`src/rtl/uart_frame_pkg.sv`:
```
// uart_frame_pkg: shared definitions for the debug-packet UART framer.
//   - tx_state_e : serializer FSM state encoding (IDLE, START, DATA, PARITY, STOP)
//   - FRAME_BYTES: bytes per frame (sync, header, 4 data, checksum)
//   - SYNC_BYTE_DEFAULT: default first byte of every frame
//   - KIND_* : packet class codes, shared with the upstream sequencer
package uart_frame_pkg;

    typedef enum logic [2:0] {
        ST_IDLE   = 3'd0,
        ST_START  = 3'd1,
        ST_DATA   = 3'd2,
        ST_PARITY = 3'd3,
        ST_STOP   = 3'd4
    } tx_state_e;

    localparam int         FRAME_BYTES       = 7;
    localparam logic [7:0] SYNC_BYTE_DEFAULT = 8'hA5;

    localparam logic [1:0] KIND_REG   = 2'b00;
    localparam logic [1:0] KIND_ALU   = 2'b01;
    localparam logic [1:0] KIND_INST  = 2'b10;
    localparam logic [1:0] KIND_OTHER = 2'b11;

endpackage

```
`src/rtl/uart_byte_tx.sv`:
```
// uart_byte_tx: bit timer plus single-byte UART serializer (8N1, or 8E1 when
// UART_FRAME_PARITY_EN is defined).
// Ports:
//   clk, resetn   : clock, synchronous active-low reset
//   byte_in_i     : byte to send, sampled on the byte_valid_i && byte_ready_o edge
//   byte_valid_i  : a byte is offered
//   byte_ready_o  : serializer can take a byte this cycle
//   tx_o          : registered UART line, idle high
//   state_o       : current FSM state (debug)
// Handshake: a byte transfers on a rising clk where byte_valid_i and
// byte_ready_o are both 1. byte_ready_o is high in IDLE and also on the last
// cycle of the stop bit, so a byte offered then starts its start bit with no
// idle gap after the previous stop bit.
module uart_byte_tx
    import uart_frame_pkg::*;
#(
    parameter int CLKS_PER_BIT = 434
) (
    input  logic       clk,
    input  logic       resetn,
    input  logic [7:0] byte_in_i,
    input  logic       byte_valid_i,
    output logic       byte_ready_o,
    output logic       tx_o,
    output tx_state_e  state_o
);

    localparam int             TW   = (CLKS_PER_BIT > 1) ? $clog2(CLKS_PER_BIT) : 1;
    localparam logic [TW-1:0]  LAST = TW'(CLKS_PER_BIT - 1);

    tx_state_e     state_q;
    logic [TW-1:0] timer_q;
    logic [2:0]    bit_idx_q;
    logic [7:0]    shift_q;
    logic          tx_q;
`ifdef UART_FRAME_PARITY_EN
    logic          parity_q;
`endif

    logic last_tick;
    logic load;

    assign last_tick    = (timer_q == LAST);
    assign byte_ready_o = (state_q == ST_IDLE) || ((state_q == ST_STOP) && last_tick);
    assign load         = byte_valid_i && byte_ready_o;
    assign tx_o         = tx_q;
    assign state_o      = state_q;

    always_ff @(posedge clk) begin
        if (!resetn) begin
            state_q   <= ST_IDLE;
            timer_q   <= '0;
            bit_idx_q <= '0;
            shift_q   <= '0;
            tx_q      <= 1'b1;
`ifdef UART_FRAME_PARITY_EN
            parity_q  <= 1'b0;
`endif
        end else if (load) begin
            state_q   <= ST_START;
            timer_q   <= '0;
            bit_idx_q <= '0;
            shift_q   <= byte_in_i;
            tx_q      <= 1'b0;
`ifdef UART_FRAME_PARITY_EN
            parity_q  <= ^byte_in_i;
`endif
        end else if (state_q != ST_IDLE) begin
            if (!last_tick) begin
                timer_q <= timer_q + 1'b1;
            end else begin
                timer_q <= '0;
                case (state_q)
                    ST_START: begin
                        state_q   <= ST_DATA;
                        bit_idx_q <= '0;
                        tx_q      <= shift_q[0];
                    end
                    ST_DATA: begin
                        if (bit_idx_q == 3'd7) begin
`ifdef UART_FRAME_PARITY_EN
                            state_q <= ST_PARITY;
                            tx_q    <= parity_q;
`else
                            state_q <= ST_STOP;
                            tx_q    <= 1'b1;
`endif
                        end else begin
                            // LSB first: the next bit is always bit 1 of the
                            // not-yet-shifted register.
                            bit_idx_q <= bit_idx_q + 3'd1;
                            shift_q   <= {1'b0, shift_q[7:1]};
                            tx_q      <= shift_q[1];
                        end
                    end
`ifdef UART_FRAME_PARITY_EN
                    ST_PARITY: begin
                        state_q <= ST_STOP;
                        tx_q    <= 1'b1;
                    end
`endif
                    ST_STOP: begin
                        state_q <= ST_IDLE;
                        tx_q    <= 1'b1;
                    end
                    default: begin
                        state_q <= ST_IDLE;
                        tx_q    <= 1'b1;
                    end
                endcase
            end
        end
    end

endmodule

```
`src/rtl/uart_frame_tx.sv`:
```
// uart_frame_tx: frames one debug packet (kind, addr, 32-bit data) as
// 7 bytes -- SYNC, {kind,addr,0}, data[31:24..7:0], XOR checksum -- and sends
// them back-to-back as UART 8N1 on tx. Define UART_FRAME_PARITY_EN to add an
// even-parity bit to every byte (8E1).
// Ports:
//   clk, resetn  : clock, synchronous active-low reset
//   uart_send_en : one-cycle request; data/addr/kind valid in the same cycle
//   data, addr, kind : packet fields
//   tx           : UART line, idle high, registered
//   busy         : frame in progress (requests are dropped while high)
//   done         : one-cycle pulse on the edge that ends the frame
module uart_frame_tx
    import uart_frame_pkg::*;
#(
    parameter int         CLKS_PER_BIT = 434,
    parameter logic [7:0] SYNC_BYTE    = SYNC_BYTE_DEFAULT
) (
    input  logic        clk,
    input  logic        resetn,
    input  logic        uart_send_en,
    input  logic [31:0] data,
    input  logic [4:0]  addr,
    input  logic [1:0]  kind,
    output logic        tx,
    output logic        busy,
    output logic        done
);

    localparam logic [2:0] LAST_IDX = 3'(FRAME_BYTES);

    logic        busy_q;
    logic        done_q;
    logic [2:0]  byte_idx_q;   // index of the next byte to hand to the serializer
    logic [31:0] data_q;
    logic [4:0]  addr_q;
    logic [1:0]  kind_q;

    logic        accept;
    logic [7:0]  header;
    logic [7:0]  checksum;
    logic [7:0]  byte_mux;
    logic [7:0]  byte_in;
    logic        byte_valid;
    logic        byte_ready;
    tx_state_e   ser_state;

    assign accept   = uart_send_en && !busy_q;
    assign header   = {kind_q, addr_q, 1'b0};
    assign checksum = header ^ data_q[31:24] ^ data_q[23:16] ^ data_q[15:8] ^ data_q[7:0];

    always_comb begin
        byte_mux = SYNC_BYTE;
        case (byte_idx_q)
            3'd1:    byte_mux = header;
            3'd2:    byte_mux = data_q[31:24];
            3'd3:    byte_mux = data_q[23:16];
            3'd4:    byte_mux = data_q[15:8];
            3'd5:    byte_mux = data_q[7:0];
            3'd6:    byte_mux = checksum;
            default: byte_mux = SYNC_BYTE;
        endcase
    end

    // The sync byte is offered straight from the request so its start bit is
    // on the line in the cycle right after the accept edge.
    assign byte_in    = accept ? SYNC_BYTE : byte_mux;
    assign byte_valid = accept || (busy_q && (byte_idx_q != LAST_IDX));

    always_ff @(posedge clk) begin
        if (!resetn) begin
            busy_q     <= 1'b0;
            done_q     <= 1'b0;
            byte_idx_q <= '0;
            data_q     <= '0;
            addr_q     <= '0;
            kind_q     <= '0;
        end else begin
            done_q <= 1'b0;
            if (accept) begin
                busy_q     <= 1'b1;
                byte_idx_q <= 3'd1;
                data_q     <= data;
                addr_q     <= addr;
                kind_q     <= kind;
            end else if (busy_q && byte_ready) begin
                // With every byte handed over, the serializer becoming ready
                // again marks the end of the final stop bit.
                if (byte_idx_q == LAST_IDX) begin
                    busy_q     <= 1'b0;
                    done_q     <= 1'b1;
                    byte_idx_q <= '0;
                end else begin
                    byte_idx_q <= byte_idx_q + 3'd1;
                end
            end
        end
    end

    assign busy = busy_q;
    assign done = done_q;

    uart_byte_tx #(
        .CLKS_PER_BIT (CLKS_PER_BIT)
    ) u_byte_tx (
        .clk          (clk),
        .resetn       (resetn),
        .byte_in_i    (byte_in),
        .byte_valid_i (byte_valid),
        .byte_ready_o (byte_ready),
        .tx_o         (tx),
        .state_o      (ser_state)
    );

    // Serializer state is kept visible here for probing; the frame logic
    // itself needs only the ready handshake.
    tx_state_e dbg_ser_state;
    assign dbg_ser_state = ser_state;

endmodule

```
`config.mk`:
```
export PLATFORM = sky130hd
export DESIGN_NAME = uart_frame_tx
export DESIGN_NICKNAME = d
export VERILOG_FILES = /design/src/rtl/uart_frame_pkg.sv /design/src/rtl/uart_byte_tx.sv /design/src/rtl/uart_frame_tx.sv
export SDC_FILE = /design/constraint.sdc
export NUM_CORES = 1
export LEC_CHECK = 0
export ABC_AREA = 1
export BUFFER_PORTS_ARGS = -buffer_cell sky130_fd_sc_hd__buf_2
export CORE_UTILIZATION = 41
export CTS_CLUSTER_SIZE = 12
export DETAILED_ROUTE_END_ITERATION = 7
export GPL_ROUTABILITY_DRIVEN = 0
export MAX_ROUTING_LAYER = met4
export SKIP_LAST_GASP = 1
export SLEW_MARGIN = 20
export SYNTH_ARGS = -nofsm -noshare
export SYNTH_HDL_FRONTEND = slang
export SYNTH_SLANG_ARGS = --single-unit
```
`constraint.sdc`:
```
create_clock -name clk -period 3.9 [get_ports clk]
set_input_delay 0.585 -clock clk [delete_from_list [all_inputs] [get_ports clk]]
set_output_delay 0.585 -clock clk [all_outputs]
set_load 0.02 [all_outputs]
```
# Word-level counts from Yosys, hierarchy flattened
# Index checks and enable logic that the tools add are counted.
dict set report totals {
  output_inout_bits 3
  input_bits 42
  regBits 68
  word_cells 91
}
dict set report op_classes {
  n_bitwise 6
  reduce_logical 25
  n_eq_ne 17
  addsub 3
  n_mux 27
}
# cell n
set op_table {}
lappend op_table {{$mux W8} 6}
lappend op_table {{$pmux W8 S6} 1}
lappend op_table {{$xor A8 B8 Y8} 4}
lappend op_table {{$eq A3 B3 Y1 const B} 6}
lappend op_table {{$mux W1} 13}
lappend op_table {{$pmux W3 S2} 2}
lappend op_table {{$reduce_bool A2 Y1} 6}
lappend op_table {{$add A9 B1 Y9 const B} 1}
lappend op_table {{$eq A3 B2 Y1 const B} 3}
lappend op_table {{$eq A9 B9 Y1 const B} 1}
lappend op_table {{$mux W3} 3}
lappend op_table {{$mux W9} 1}
lappend op_table {{$reduce_and A4 Y1} 2}
lappend op_table {{$add A3 B1 Y3 const B} 2}
lappend op_table {{$eq A3 B1 Y1 const B} 2}
lappend op_table {{$reduce_and A3 Y1} 2}
lappend op_table {{$logic_and A1 B1 Y1} 5}
lappend op_table {{$ne A2 B1 Y1 const B} 2}
lappend op_table {{$reduce_and A2 Y1} 2}
lappend op_table {{$reduce_or A2 Y1} 2}
lappend op_table {{$logic_not A3 Y1} 1}
lappend op_table {{$ne A3 B1 Y1 const B} 1}
lappend op_table {{$ne A3 B3 Y1 const B} 1}
lappend op_table {{$reduce_bool A3 Y1} 1}
lappend op_table {{6 further kinds} 8}

# Depth between registers and ports, before layout
# Gate-level depths: netlist (run 1).
dict set report logic_depth {
  depth_word 7
  mapped_depth 12
  ltp_nobuf 12
}

# Modules after synthesis
# Synthesis (run 1) repeated with hierarchy kept, for this count alone.
dict set report unflattened {
  hier_cells 548
  hier_area_um2 3721.1
}
# module area_per_inst_um2 cells_per_inst n_inst seq_area_each_um2
set by_module_without_submodules {}
lappend by_module_without_submodules {uart_frame_tx 2417.3 359 1 880.8}
lappend by_module_without_submodules {uart_byte_tx 1303.8 189 1 480.5}

# Worst setup path after synthesis (run 1)
# No wires, ideal clock.
dict set report synth_path {
  kind {register to register}
  startpoint {register byte_idx_q[0]}
  endpoint {register u_byte_tx.shift_q[0]}
  setup_slack_ns 2.313
  setup_ns 0.117
  n_path_buf 0
  stages_incl_launch_ff 13
  t_required_ns 3.783
  arrival_time_ns 1.470
  synth_period_minus_slack_ns 1.587
  cell_sequence {dfxtp_1 ha_1 ha_1 inv_1 nand2_1 nand2_2 nand2_1 nand2_4 nand2_4 nand2_4 inv_2 a21oi_1 nor2_1}
}
dict set report synth_via {
  elab_chain_len 6
  word_cells_on_any_way 18
  cone_classes {eq/ne (8); mux (3); reduce/logical (7)}
}
# element line
set synth_lines {}
lappend synth_lines {{start: declaration} uart_frame_tx.sv:33} ;# logic [2:0] byte_idx_q;
lappend synth_lines {{start signal: assignment} uart_frame_tx.sv:93} ;# byte_idx_q <= byte_idx_q + 3'd1;
lappend synth_lines {{$ne A3 B3 Y1} uart_frame_tx.sv:67} ;# assign byte_valid = accept || (busy_q && (byte_idx_q != LAST_IDX));
lappend synth_lines {{$logic_and A1 B1 Y1} uart_frame_tx.sv:67}
lappend synth_lines {{$logic_or A1 B1 Y1} uart_frame_tx.sv:67}
lappend synth_lines {{$logic_and A1 B1 Y1} uart_byte_tx.sv:45} ;# assign load = byte_valid_i && byte_ready_o;
lappend synth_lines {{$ne A2 B1 Y1 (no line) / $reduce_bool A2 Y1 (equally long branches)} -}
lappend synth_lines {{$reduce_and A4 Y1 (no line)} -}
lappend synth_lines {{end signal: assignment} uart_byte_tx.sv:63} ;# shift_q <= byte_in_i;
lappend synth_lines {{end signal: assignment} uart_byte_tx.sv:92} ;# shift_q <= {1'b0, shift_q[7:1]};
lappend synth_lines {{end: declaration} uart_byte_tx.sv:34} ;# logic [7:0] shift_q;
# Parallel ways exist; a longest one is shown, timed or not.
# A chain may end at the register's enable or synchronous reset.

# Worst setup path after layout (run 1)
dict set report layout_path {
  startpoint {register byte_idx_q[0]}
  endpoint {register u_byte_tx.shift_q[6]}
}
# Same word-level chain as after synthesis.

==> run summary, run 1 <==
In the final routed layout, each cell accounts on average for 12.1 µm. The total half-perimeter wirelength after legalization and detailed placement was 5930 µm; the synthesized area was 3580 µm². The number of global-route vias before repair is 3,138, and the number of H-tree branching levels is 3. Detailed routing placed a total of 288 µm of wire on met3. For this run the aggregate overflow at the end of global routing stands at 0. The power after layout was 1.62 mW. The highest metal layer with signal wires was met4. The tools report the number of cells produced by synthesis as 513. The routed layout has 3,288 vias. Number of ports placed on the die boundary: 45. From left edge to right edge, the die measures 95.4 µm. The layout has 875 filler cells.

Before CTS, the worst setup slack after placement is 1.96 ns. The flow ran to the end, and the final reports show no timing, DRC or antenna violations. Type of the tightest min-delay check: reg2reg. VDD sags by at most 0.000151 V.

For the pin with the worst max-slew slack, the measured transition is 0.765 ns. The synthesis-to-layout area growth came out at 13.3%. The clock arrives with 0.0114 ns of skew. The floorplan has 33 rows. The die covers 9110 µm². The floorplan step defined a core boundary enclosing 8340 µm². Among all flip-flop cells after synthesis, the most frequent one is dfxtp_1. The count of clock tree sinks came out at 68.

For this run, design rule violations remaining after detail routing come to 0. The overall routing resource usage was 0.199; the power density normalized to cell area was 399 nW/µm². The clock period could shrink to 1.81 ns. Summing all multi-input logic gate instances after layout gives 1940 µm². The clock passes through at most 2 buffers. The detailed-routing wirelength on met1 came out at 3910 µm. Setup repair after global routing left no endpoint under its margin. After detailed routing, the total wire length is 8040 µm.

After clock tree synthesis, the clock-pin slew on the worst setup and hold paths is 0.08 ns. In this run the worst path has a maximum fanout of 5. Highest attainable clock frequency: 552 MHz. Summed over all nets, wire length on met2 after detailed routing comes to 3710 µm. Input and output buffers added on the ports amount to 44.

Once placement finished, the instance area stood at 3870 µm². The logs give 0 for the final antenna-violating net count and 51 for the maximum number of pins on one net before global-route repair. The number of iterations in the first detailed-routing pass is 4, and the number of pins exceeding their max-slew limit in the final report is 0. TritonCTS built the clock tree. The tools report the signal arrival time at the worst endpoint as 2.09 ns. The tightest slew margin relative to the limit was 0.490. The sequential cell area fraction in the yosys report came out at 0.380. Synthesis warning total: 0.

The final count of hold timing violations is 0, and the detail-routed via count per cell is 4.95. Clock latency on the worst-skew pair, taken at its later pin, is 0.35 ns. After synthesis, the netlist uses 31 different library cells. The detailed router finished its first iteration with 151 violations.

For this design, the CTS-stage hold fixing added 0 buffers. Across the run, the number of max-cap violations was 0. Across all setup checks in the final design, the least slack found is 2.09 ns. The global-route wire length before repair was 13,800 µm. The tree is rooted in a clkbuf_8. In this run the static leakage power is 1.81 nW. STA puts the critical path data required time at 4.18 ns.

Post-CTS setup buffer count: 0. STA classifies the critical path startpoint as a flip-flop. The number of diodes added for antenna fixing was 0.

For the effective utilization at floorplan, the log shows 0.429. The critical path is of the reg2reg type. The number of nets in the final layout was 607; the average cell area after synthesis was 6.98 µm². The number of setup violations in the final report was 0. Number of antenna violations at the first check in global routing: 0. The fraction of registers with async set or reset after synthesis came out at 0. The final critical-path share of the clock period was 0.464; the sequential cell area was 1360 µm². Synthesis produced a netlist with a net count of 565.

The final instance area is 4060 µm², and the fraction of layout instances using a drive strength above 1 is 0.156. Counting the buffers created by CTS gives 9. The worst setup path is captured at a flip-flop. Gates resized during post-CTS repair numbered 0. After routing, the total negative slack on setup checks comes to 0 ns. The number of flops mapped to enable cells by yosys was 0; the die outline height was 95.4 µm. After synthesis the netlist holds a flip-flop and latch count of 68.
[cells in the mapped netlist (3+ instances only)]
cell | count | area (µm²)
nand2_1 | 104 | 390
dfxtp_1 | 68 | 1360
nor2_1 | 67 | 251
inv_1 | 53 | 199
o21ai_0 | 49 | 245
a21oi_1 | 35 | 175
nand3_1 | 24 | 120
clkbuf_1 | 10 | 37.5
ha_1 | 10 | 125
xnor2_1 | 9 | 78.8
xor2_1 | 9 | 78.8
nand4_1 | 8 | 50.1
o22ai_1 | 8 | 50.1
nor3_1 | 7 | 35.0
nand2_2 | 6 | 37.5
a211oi_1 | 5 | 37.5
nand2_4 | 5 | 56.3
nor2_2 | 5 | 31.3
o21ai_1 | 4 | 20.0
or2_2 | 4 | 25.0
a31oi_1 | 3 | 18.8
inv_2 | 3 | 11.3
nand3_2 | 3 | 30.0
nand3b_1 | 3 | 22.5
nor3b_1 | 3 | 22.5
[final timing paths]
path | slack, ns | startpoint | endpoint | depth (start not counted)
setup reg to reg | 2.09 | byte_idx_q[0] | u_byte_tx.shift_q[6] | 10
setup / recovery | 2.09 | byte_idx_q[0] | u_byte_tx.shift_q[6] | 10
hold reg to reg | 0.48 | u_byte_tx.shift_q[5] | u_byte_tx.shift_q[5] | 2
hold / removal | 0.48 | u_byte_tx.shift_q[5] | u_byte_tx.shift_q[5] | 2
[logic make-up after synthesis]
kind of cell	count (synthesis)	share of synthesized area
DFF	68	0.380
AOI/OAI and AO/OA	106	0.158
buffers and inverters	70	0.0772
xor gates and xnor gates	18	0.0440
and+or+nand+nor	241	0.306
adders and majority gates	10	0.0350
[sequential cells by signal (all words and copies together) (netlist names)]
register	flops
addr_q	5
busy	1
byte_idx_q	3
data_q	32
done	1
kind_q	2
u_byte_tx.bit_idx_q	3
u_byte_tx.shift_q	8
u_byte_tx.state_o	3
u_byte_tx.timer_q	9
u_byte_tx.tx_o	1
[final cells by class]
| cell class | instances | share of cell area |
|---|---|---|
| multi-input combinational | 375 | 0.479 |
| tap | 105 | 0.0324 |
| inverter | 56 | 0.0518 |
| clock inverter | 4 | 0.0127 |
| clock buffer | 11 | 0.0324 |
| sequential | 68 | 0.336 |
| timing repair buffer | 45 | 0.0562 |
[report_power, final]
part           switching, mW  internal [mW]
sequential            0.0414          0.743
clock                  0.270          0.292
combinational          0.168          0.104
total                  0.479           1.14
[metal layers]
layer	GRT usage	up-vias
met4	0.0771	0
met1	0.246	1461
met5	-	-
met2	0.326	61
met3	0.0319	10
li1	-	1756
[cells in the final DEF, fill, tap and decap left out, types with 9 or more instances in the layout]
cell / synthesis / routed
nand2_1: 104 / 104
dfxtp_1: 68 / 68
nor2_1: 67 / 67
inv_1: 53 / 53
o21ai_0: 49 / 49
buf_2: 2 / 44
a21oi_1: 35 / 35
nand3_1: 24 / 24
ha_1: 10 / 10
xnor2_1: 9 / 9
xor2_1: 9 / 9
clkbuf_8: 0 / 9
[worst max-delay path, cell delays in order (launching register included)]
cell and delay [ns]:
dfxtp_1 0.39, ha_1 0.19, ha_1 0.27, inv_1 0.15, nand4_1 0.14, nand2_1 0.08
inv_1 0.07, nand3_1 0.11, inv_1 0.14, nand2_1 0.08, a21oi_1 0.13
[stage by stage]
| step | util | std cells | hold WS (ns) |
|---|---|---|---|
| final | 0.486 | 664 | 0.477 |
| after global routing | 0.486 | 664 | 0.494 |
| after detailed placement | 0.464 | 649 | 0.466 |
| after CTS | 0.486 | 664 | 0.474 |
| after global placement | 0.464 | 649 | 0.461 |
| after floorplan | - | 513 | 0.440 |
Note: power is estimated with default switching activity, not from simulation.
==> run 2: changes to the inputs <==
clock period = 1.9 ns   (was 3.9 ns; I/O delays follow)
==> run summary, run 2 (synthesis gave the netlist of run 1 again) <==
The tools report the highest attainable clock frequency as 586 MHz. The logs give 0 for the final antenna-violating net count and 130 for the iteration-0 DRC count of the detailed router. For the placement row count, the log shows 33.

The run gives 41 as the maximum number of pins on one net before global-route repair. The tools report the number of global-route vias before repair as 3,150. The number of antenna violations at the first check in global routing is 0, and the share of power burned in the clock network is 0.350.

TritonCTS created 9 clock buffers. The tools report the routed wire length as 8000 µm. The tools report the number of H-tree branching levels as 3.

The library cells used most frequently in the layout, excluding fill and tap cells, are nand2_1 (104), nor2_1 (67), dfxtp_1 (65). Detailed placement finished with a half-perimeter wire length of 6000 µm. Summed over all cells, the static leakage comes to 1.83 nW. The worst hold path belongs to the class in2reg.

The number of placed instances, taps included, is 653. The switching part of the total power is 0.290, and the number of design rule violations left after detail routing is 0. The number of nets in the final layout was 611. The routed design could run at a clock period as short as 1.71 ns. After detailed routing, the number of vias per cell comes to 4.92. The fraction of layout instances using a drive strength above 1 works out to 0.176. Clock-pin slew was measured on the worst setup and hold paths at 0.07 ns. The global-route wire length before repair was 13,900 µm; the effective utilization at floorplan was 0.429.

The final route contains 3,288 vias. The largest registers in the layout are data_q: 32 flops, u_byte_tx.timer_q: 9 flops, u_byte_tx.shift_q: 8 flops. Setup repair after global routing left no endpoint under its margin. The tools report the count of max-cap constraint violations as 0. For the worst setup path, the data arrival time is 1.94 ns.

The worst register-to-register path has a setup slack of 0.19 ns. The worst-case setup slack after placement was 0.0960 ns. The run gives 0.525 as the tightest slew margin relative to the limit.

CTS placed an instance of clkbuf_8 at the clock tree root. The die is 95.4 µm wide. For the sequential share of power, the log shows 0.480. Counting flops per register, the top entry is data_q. The logs give 0.204 for the overall routing resource usage and 0 for the overflow left after global routing. The worst setup path is of the reg2reg kind. The number of iterations in the first detailed-routing pass came out at 5.

For the pin with the worst max-slew slack, the measured transition is 0.711 ns. The register with the most flip-flops in the layout has 32 of them. The logs give 8340 µm² for the core area and 0 for the number of setup violations in the final report. The number of antenna diodes in the final layout is 0. The number of pins exceeding their max-slew limit in the final report was 0. Hold repair after CTS inserted 0 buffers. The fraction of power consumed by combinational cells is 0.170. The number of port buffers came out at 44. Leaving out fill and tap cells, the most frequent cell in the layout is nand2_1. The count of clock tree sinks came out at 68. The flow ran to the end, and the final reports show no timing, DRC or antenna violations.

Of all nets on the critical path, the largest fanout is 6. TritonCTS built the clock tree. At the later pin of the worst-skew pair, clock insertion delay measures 0.34 ns.

The die is 95.4 µm tall. The per-cell routed wire length works out to 12.0 µm. The logs give 0.194 ns for the worst setup margin and 0 ns for the aggregate negative setup slack. Kind of start point of the critical path: a flip-flop. The analysis attributes to net switching a power of 0.971 mW. The number of ports placed on the die boundary was 45; the worst clock skew was 0.0106 ns. The longest clock path from root to sink contains 2 buffers. The internal portion of total power is 2.38 mW.

For the worst setup path, the data required time is 2.13 ns. The final critical-path share of the clock period works out to 0.898. For the final count of hold timing violations, the log shows 0. STA classifies the critical path endpoint as a flip-flop. IR analysis of the VDD net gives a maximum drop of 0.000400 V. In this run the power density over the cells is 812 nW/µm². The area enclosed by the die boundary came out at 9110 µm². Final non-filler cell total: 668. The synthesis-to-layout area growth was 15.4%.
==> run 2: cell count changes in the layout (fill, tap and decap cells not counted), sizes merged <==
cell      before  now
buf           45   49
clkinv         2    1
clkinvlp       1    2
==> run 2: routing by layer <==
layer	up-vias	part of all wire	wire length [µm]	global-route usage
met1	1463	0.48	3860	0.242
met2	54	0.47	3760	0.336
met4	0	0.012	92	0.0933
met5	-	0	0	-
li1	1763	-	-	-
met3	8	0.037	292	0.0375
==> run 2: worst paths after layout <==
kind	from	endpoint	depth (start not counted)
hold / removal	data[0]	data_q[0]	3
hold reg to reg	u_byte_tx.shift_q[2]	u_byte_tx.shift_q[2]	2
setup / recovery	byte_idx_q[0]	u_byte_tx.shift_q[0]	12
setup reg to reg	byte_idx_q[0]	u_byte_tx.shift_q[0]	12
==> run 2: stage by stage <==
stage | total power, mW | hold WS, ns | utilization | cell area [µm²]
after global placement | 2.20 | 0.455 | 0.469 | 3920
after detailed placement | 2.21 | 0.457 | 0.469 | 3920
after floorplan | 2.05 | 0.440 | - | 3580
after global routing | 3.56 | 0.188 | 0.495 | 4130
final | 3.35 | 0.192 | 0.495 | 4130
after CTS | 3.40 | 0.171 | 0.492 | 4110
==> run 2: critical path: stages (launching register included) <==
cell and delay (ns):
dfxtp_2 0.34, ha_2 0.21, ha_1 0.20, inv_1 0.07, nand2_1 0.08, nand2_2 0.11
nand2_1 0.09, nand2_4 0.10, nand2_4 0.08, nand2_4 0.12, inv_2 0.05, a21oi_1 0.11
nor2_1 0.05
==> run 2: power groups by stage <==
stage                     sequential [mW]  clock [mW]  combinational [mW]
after global placement               1.64           0               0.556
final                                1.61        1.17               0.569
after global routing                 1.62        1.27               0.657
after CTS                            1.61        1.22               0.569
after floorplan                      1.62           0               0.426
after detailed placement             1.64           0               0.566
==> run 2: layout make-up <==
cell class | instances | area [µm²]
Multi-Input combinational cell | 375 | 1960
Clock buffer | 11 | 141
Sequential cell | 68 | 1370
Fill cell | 882 | 4210
Clock inverter | 4 | 50.0
Inverter | 56 | 210
Tap cell | 105 | 131
Timing Repair Buffer | 49 | 270
==> run 2: repair_timing <==
action	CTS	global route
endpoints found under the setup margin	0	8
resized for setup	0	8
buffers inserted	0	0
